--- src/rtl/soc_io.sv ---
// SoC IO block: memory-mapped LED register, UART transmitter and status register.
module soc_io #(
  parameter int unsigned CLK_HZ = 27000000,
  parameter int unsigned BAUD   = 115200,
  parameter int unsigned LED_W  = 6,
  parameter int unsigned IO_BIT = 22
) (
  input  logic             clk,
  input  logic             rst_n,
  input  logic [31:0]      mem_addr,
  input  logic [31:0]      mem_wdata,
  input  logic [3:0]       mem_wmask,
  input  logic             mem_ren,
  output logic             io_sel,
  output logic [31:0]      io_rdata,
  output logic [LED_W-1:0] leds,
  output logic             txd,
  output logic             uart_busy
);

  localparam int unsigned DIV = CLK_HZ / BAUD;
  localparam int unsigned CW  = $clog2(DIV);

  localparam logic [2:0] REG_LEDS        = 3'd0;
  localparam logic [2:0] REG_UART_DATA   = 3'd1;
  localparam logic [2:0] REG_UART_STATUS = 3'd2;

  typedef enum logic [1:0] {IDLE, START, DATA, STOP} uart_state_t;

  uart_state_t state, state_nx;
  logic [CW-1:0] cnt, cnt_nx;
  logic [2:0]    bit_cnt, bit_cnt_nx;
  logic [7:0]    shift, shift_nx;

  logic [2:0]  sel;
  logic        io_wr;
  logic        uart_wr;
  logic        bit_end;
  logic [31:0] lane_mask;
  logic [31:0] leds_ext;
  logic [31:0] leds_new;

  assign io_sel    = mem_addr[IO_BIT];
  assign sel       = mem_addr[4:2];
  assign io_wr     = io_sel && (mem_wmask != 4'b0000);
  assign uart_wr   = io_wr && (sel == REG_UART_DATA) && mem_wmask[0];
  assign bit_end   = (cnt == CW'(DIV - 1));
  assign lane_mask = {{8{mem_wmask[3]}}, {8{mem_wmask[2]}},
                      {8{mem_wmask[1]}}, {8{mem_wmask[0]}}};
  assign leds_ext  = 32'(leds);
  assign leds_new  = (leds_ext & ~lane_mask) | (mem_wdata & lane_mask);

  // LED register: byte-lane masked write, truncated to LED_W.
  always_ff @(posedge clk or negedge rst_n) begin
    if (!rst_n) begin
      leds <= '0;
    end else if (io_wr && (sel == REG_LEDS)) begin
      leds <= leds_new[LED_W-1:0];
    end
  end

  // Read data register: one-cycle latency; status reflects busy before any same-edge write.
  always_ff @(posedge clk or negedge rst_n) begin
    if (!rst_n) begin
      io_rdata <= '0;
    end else if (io_sel && mem_ren) begin
      case (sel)
        REG_LEDS:        io_rdata <= leds_ext;
        REG_UART_STATUS: io_rdata <= {31'b0, uart_busy};
        default:         io_rdata <= '0;
      endcase
    end
  end

  // UART state register.
  always_ff @(posedge clk or negedge rst_n) begin
    if (!rst_n) begin
      state   <= IDLE;
      cnt     <= '0;
      bit_cnt <= '0;
      shift   <= '0;
    end else begin
      state   <= state_nx;
      cnt     <= cnt_nx;
      bit_cnt <= bit_cnt_nx;
      shift   <= shift_nx;
    end
  end

  // UART next-state: divider restarts at every bit boundary; writes only accepted in IDLE.
  always_comb begin
    state_nx   = state;
    cnt_nx     = cnt;
    bit_cnt_nx = bit_cnt;
    shift_nx   = shift;
    if (state == IDLE) begin
      cnt_nx     = '0;
      bit_cnt_nx = '0;
      if (uart_wr) begin
        shift_nx = mem_wdata[7:0];
        state_nx = START;
      end
    end else begin
      cnt_nx = bit_end ? '0 : cnt + CW'(1);
      case (state)
        START: if (bit_end) state_nx = DATA;
        DATA: begin
          if (bit_end) begin
            shift_nx   = {1'b0, shift[7:1]};
            bit_cnt_nx = bit_cnt + 3'd1;
            if (bit_cnt == 3'd7) state_nx = STOP;
          end
        end
        STOP:    if (bit_end) state_nx = IDLE;
        default: state_nx = IDLE;
      endcase
    end
  end

  // Line driver and busy flag decoded directly from the state register.
  always_comb begin
    txd       = 1'b1;
    uart_busy = (state != IDLE);
    case (state)
      START:   txd = 1'b0;
      DATA:    txd = shift[0];
      default: txd = 1'b1;
    endcase
  end

endmodule
--- config.mk ---
export PLATFORM = sky130hd
export DESIGN_NAME = soc_io
export DESIGN_NICKNAME = d
export VERILOG_FILES = /design/src/rtl/soc_io.sv
export SDC_FILE = /design/constraint.sdc
export NUM_CORES = 1
export LEC_CHECK = 0
export CORE_MARGIN = 2
export CORE_UTILIZATION = 38
export DETAILED_ROUTE_END_ITERATION = 12
export PLACE_DENSITY = 0.81
export SYNTH_ARGS = -nofsm -noshare
export SYNTH_HDL_FRONTEND = slang
export SYNTH_SLANG_ARGS = --single-unit
--- constraint.sdc ---
create_clock -name clk -period 2.05 [get_ports clk]
set_input_delay 0.41 -clock clk [delete_from_list [all_inputs] [get_ports clk]]
set_output_delay 0.41 -clock clk [all_outputs]
set_load 0.01 [all_outputs]
# Word-level counts from Yosys, hierarchy flattened

Index checks and enable logic that the tools add are counted.

Input bits: 71
Flip-flop bits (word level): 59
Output and inout bits: 41
Logic and storage cells: 56

Add/sub/neg operators: 2
Reduce and logical (&&, ||, !) cells: 14
Bitwise gates (word level): 4
Equal/unequal tests: 12
Mux-type cells: 18

Operator list:

| cell                                                             | count |
|---|---|
| 8-bit two-way mux                                                | 6 |
| 6-bit bitwise AND                                                | 2 |
| 2-bit two-way mux                                                | 6 |
| 3-bit inequality test (second input constant)                    | 4 |
| 6-bit one-hot mux with 2 select lines                            | 1 |
| 3-bit two-way mux                                                | 3 |
| 8-bit by 1-bit adder with 8-bit output (second input constant)   | 1 |
| 8-bit == test (second input constant)                            | 1 |
| 6-bit NOT                                                        | 1 |
| 6-bit bitwise OR                                                 | 1 |
| 2-bit one-hot mux with 3 select lines                            | 1 |
| 2-bit nonzero test                                               | 3 |
| 1-bit logical AND                                                | 5 |
| 5-bit AND reduction                                              | 1 |
| 2-bit == test (second input constant)                            | 2 |
| 4-bit nonzero test                                               | 1 |
| 3-bit by 1-bit adder with 3-bit output (second input constant)   | 1 |
| 3-bit by 1-bit == test with 1-bit output (second input constant) | 1 |
| 3-bit by 2-bit == test with 1-bit output (second input constant) | 1 |
| 3-bit == test (second input constant)                            | 1 |
| 3-bit zero test                                                  | 1 |
| 3-bit AND reduction                                              | 1 |
| 2-bit by 1-bit == test with 1-bit output (second input constant) | 1 |
| 2-bit zero test                                                  | 1 |
| 3 further kinds                                                  | 3 |

# Longest topological paths before layout

Depth after elaboration: 6
Gate-level depth with buffers: 7
Mapped depth without buffers: 6

# Worst setup path after synthesis

OpenSTA, ideal clock, no wires.

Path type: register to register
Start point: register state[0]
End point: register shift[1]
Required time: 1907 ps
Library setup time: 143 ps
Clock period less this slack: 1756 ps
Path buffers: 1
Slack: 294 ps
Stages on the path, launching flop included: 8
Arrival time: 1614 ps
Cells stage by stage: dfrtp_1 > inv_1 > ha_1 > inv_1 > or4_4 > buf_6 > mux2i_1 > mux2i_1

Word-level cells in the longest chain between the ends: 3
Elaborated cells between the ends (all ways): 7

Ends and longest elaborated chain:

| item                                                                                | RTL line | RTL |
|---|---|---|
| from (decl)                                                                         | 30       | `uart_state_t state, state_nx;` |
| from (signal assigned)                                                              | 83       | `state <= state_nx;` |
| 2-bit == test / 2-bit zero test (equally long branches)                             | 105, 96  |  |
| 2-bit nonzero test (no source line) / 2-bit inequality test (equally long branches) | --       |  |
| 3-bit AND reduction (no source line)                                                | --       |  |
| to (signal assigned)                                                                | 86       | `shift <= shift_nx;` |
| to (decl)                                                                           | 33       | `logic [7:0] shift, shift_nx;` |

Parallel ways exist; a longest one is shown, timed or not.
A chain may end at the register's enable or synchronous reset.

# Worst setup path in the final report

Start point: input port mem_addr[22]
End point: output port io_sel

RTL lines:

| item        | RTL line | RTL |
|---|---|---|
| from (decl) | 10       | `input logic [31:0] mem_addr,` |
| to (decl)   | 14       | `output logic io_sel,` |

No word-level cell between the ends.

==> results.json <==
{
  "outcome": "completed",
  "syn_to_final_growth_pct": 24.0,
  "p_leak_nw": 1.12,
  "cts_hold_buf": 0,
  "grt_pass1_vias": 1198,
  "num_rows": 25,
  "io_pins": 112,
  "wl_per_cell_um": 12.1,
  "swShare_pct": 25.8,
  "antenna_found_initial": 0,
  "timing.rr.start": "state[0]",
  "hpwl_um": 2550,
  "crit_chain": "clkdlybuf4s50_1 -> buf_4 -> clkdlybuf4s50_1",
  "path_buf_inv": 3,
  "synthCells": 165,
  "insertion_delay_ps": 290,
  "setup_viol": 0,
  "dr.pass1.iters": 4,
  "required_ps": 1640,
  "dpl_cell_area_um2": 2230,
  "most-common-layout-cells": "dfrtp_1, clkdlybuf4s50_1, mux2i_1, conb_1, buf_4",
  "place_ws_ps": -14.6,
  "cts_sinks": 33,
  "initial_utilization_pct": 39.4,
  "peakVddDrop_v": 0.000302,
  "avgSynthCellArea_um2": 11.4,
  "fin_crit_sh_pct": 94.2,
  "grt_max_degree": 34,
  "diodes": 0,
  "critical-path-slowest-cell": "clkdlybuf4s50_1",
  "chipWidth_um": 74.2,
  "gr-total-overflow": 0,
  "final_common_cell": "dfrtp_1",
  "core-area_um2": 4750,
  "clockPowerShare_pct": 33.9,
  "fin_ws_ps": 119,
  "htreeDepth": 2,
  "skew_ps": 2.44,
  "cts_max_path_buffers": 2,
  "rsz0062_at_grt": "false",
  "design_area_um2": 2320,
  "routed_wl_um": 3340,
  "crit_top_cell": "clkdlybuf4s50_1",
  "route.antenna.remaining_nets": 0,
  "critPathCaptureType": "primary output",
  "cts_root_buffer": "clkbuf_8",
  "critPathLaunch": "mem_addr[22]",
  "start_kind": "input port",
  "final_max_slew_viol_count": 0,
  "cts_tree": "built",
  "cp.arrival_ps": 1520,
  "gp_congestion": 0.770,
  "drc": 0,
  "p_int_w": 0.00104,
  "powerDensity_nw_per_um2": 604,
  "comb_power_share_pct": 15.4,
  "synth_warnings": 0,
  "yosys_register_bits": 33,
  "grt_pass1_wl_um": 5450,
  "pwr-share-seq_pct": 50.7,
  "hold_violations": 0,
  "drt_iter0_markers": 88,
  "netlist_area_um2": 1870,
  "max_stage_delay_ps": 520,
  "io_buffers": 30,
  "cp_top_family": "buffers and inverters",
  "critPathKind": "input port to primary output",
  "ys_types": 29,
  "die-height_um": 74.2,
  "nets": 288,
  "dieArea_um2": 5510,
  "maxCapViolCount": 0,
  "worstHoldStart": "io_rdata[0]",
  "finalCriticalPeriod_ps": 1930,
  "clock.fmax_mhz": 518,
  "grt_usage_pct": 13.2,
  "drive_gt1_share_pct": 14.8,
  "cp_max_fo": 2,
  "power.switching_w": 0.000363,
  "clk_pin_slew_worst_paths_ps": 70,
  "hold_path_class": "flip-flop to flip-flop",
  "post_drt_via_cell_ratio": 4.52,
  "num_vias": 1253,
  "synth-seq-area-share_pct": 44.1,
  "numCtsBuffers": 5
}
-- per-layer routing --
metal	routed length, um	track usage (%)
met1	1450	16.3
met2	1590	20.4
met3	242	5.83
met4	63	5.36
met5	0	0
-- area by class of cell --
class	count	area [um2]
Timing Repair Buffer	43	412
Clock buffer	5	68.8
Fill cell	443	2430
Multi-Input combinational cell	119	891
Clock inverter	3	17.5
Tap cell	67	83.8
Inverter	7	26.3
Sequential cell	33	826
-- path summary, 6_finish.rpt --
path	end	slack (ps)	depth (start not counted)
max in group asynchronous	io_rdata[0]	1220	2
setup / recovery	io_sel	120	3
hold reg to reg	io_rdata[0]	490	2
setup reg to reg	shift[6]	210	6
min in group asynchronous	cnt[5]	520	2
hold / removal	io_rdata[0]	490	2
-- what timing repair did --
item                       4_1_cts  5_1_grt
resized for setup                1        1
setup buffers                    1        0
setup endpoints to repair        2        1
-- metrics by stage --
stage | utilization, % | TNS [ps] | cells | power, W | hold slack [ps]
2_1_floorplan | - | 0 | 190 | 0.000838 | 114
3_3_place_gp | 46.9 | -19.4 | 268 | 0.000938 | 463
3_5_place_dp | 46.9 | -14.6 | 268 | 0.000943 | 480
4_1_cts | 48.8 | 0 | 277 | 0.00142 | 496
5_1_grt | 48.9 | 0 | 277 | 0.00148 | 514
6_report | 48.9 | 0 | 277 | 0.00140 | 488
-- synthesized netlist by cell type --
| master | n | area share [%] |
|---|---|---|
| a22oi_1 | 1 | 0.40 |
| inv_1 | 7 | 1.4 |
| mux2_2 | 7 | 4.2 |
| buf_6 | 1 | 0.60 |
| o41ai_1 | 2 | 0.93 |
| o32ai_1 | 1 | 0.47 |
| conb_1 | 1 | 0.20 |
| dfrtp_1 | 33 | 44 |
| nand4_1 | 1 | 0.33 |
| or4_4 | 1 | 0.60 |
| o31ai_1 | 1 | 0.40 |
| o21ai_0 | 3 | 0.80 |
| nand3_1 | 3 | 0.80 |
| nand4b_4 | 1 | 1.3 |
| nor4_4 | 1 | 1.1 |
| mux2i_1 | 26 | 14 |
| xor2_1 | 4 | 1.9 |
| nand2_1 | 8 | 1.6 |
| buf_4 | 27 | 11 |
| o221ai_1 | 1 | 0.47 |
| nor2_1 | 11 | 2.2 |
| a22o_1 | 5 | 2.3 |
| clkbuf_1 | 3 | 0.60 |
| or4_1 | 1 | 0.40 |
| nor2b_1 | 1 | 0.33 |
| ha_1 | 8 | 5.3 |
| nor4_1 | 2 | 0.67 |
| and4_1 | 1 | 0.47 |
| xnor2_1 | 3 | 1.4 |
-- power groups by stage --
stage,Sequential (W),Clock (W),Combinational [W]
3_3_place_gp,0.000724,0,0.000213
2_1_floorplan,0.000737,0,0.000101
3_5_place_dp,0.000726,0,0.000218
6_report,0.000713,0.000476,0.000216
4_1_cts,0.000713,0.000489,0.000218
5_1_grt,0.000719,0.000523,0.000234
-- cell families (layout without fill, tap and decap cells) --
logic type,Yosys count,in the layout,synth area share (%)
buf+inv,38,58,13.4
mux,33,33,18.1
flops,33,33,44.1
simple gates,31,31,9.81
compound gates,14,14,5.81
fa+ha+maj,8,8,5.34
xor+xnor,7,7,3.27
other cells,1,26,0.200
-- worst min-delay path: cells and delay by family, from the launching register on --
kind / cells / cell delay [ps]
flops: 1 / 340
compound gates: 1 / 60
simple gates: 1 / 50
No activity file was read; power rests on OpenSTA's default activity.
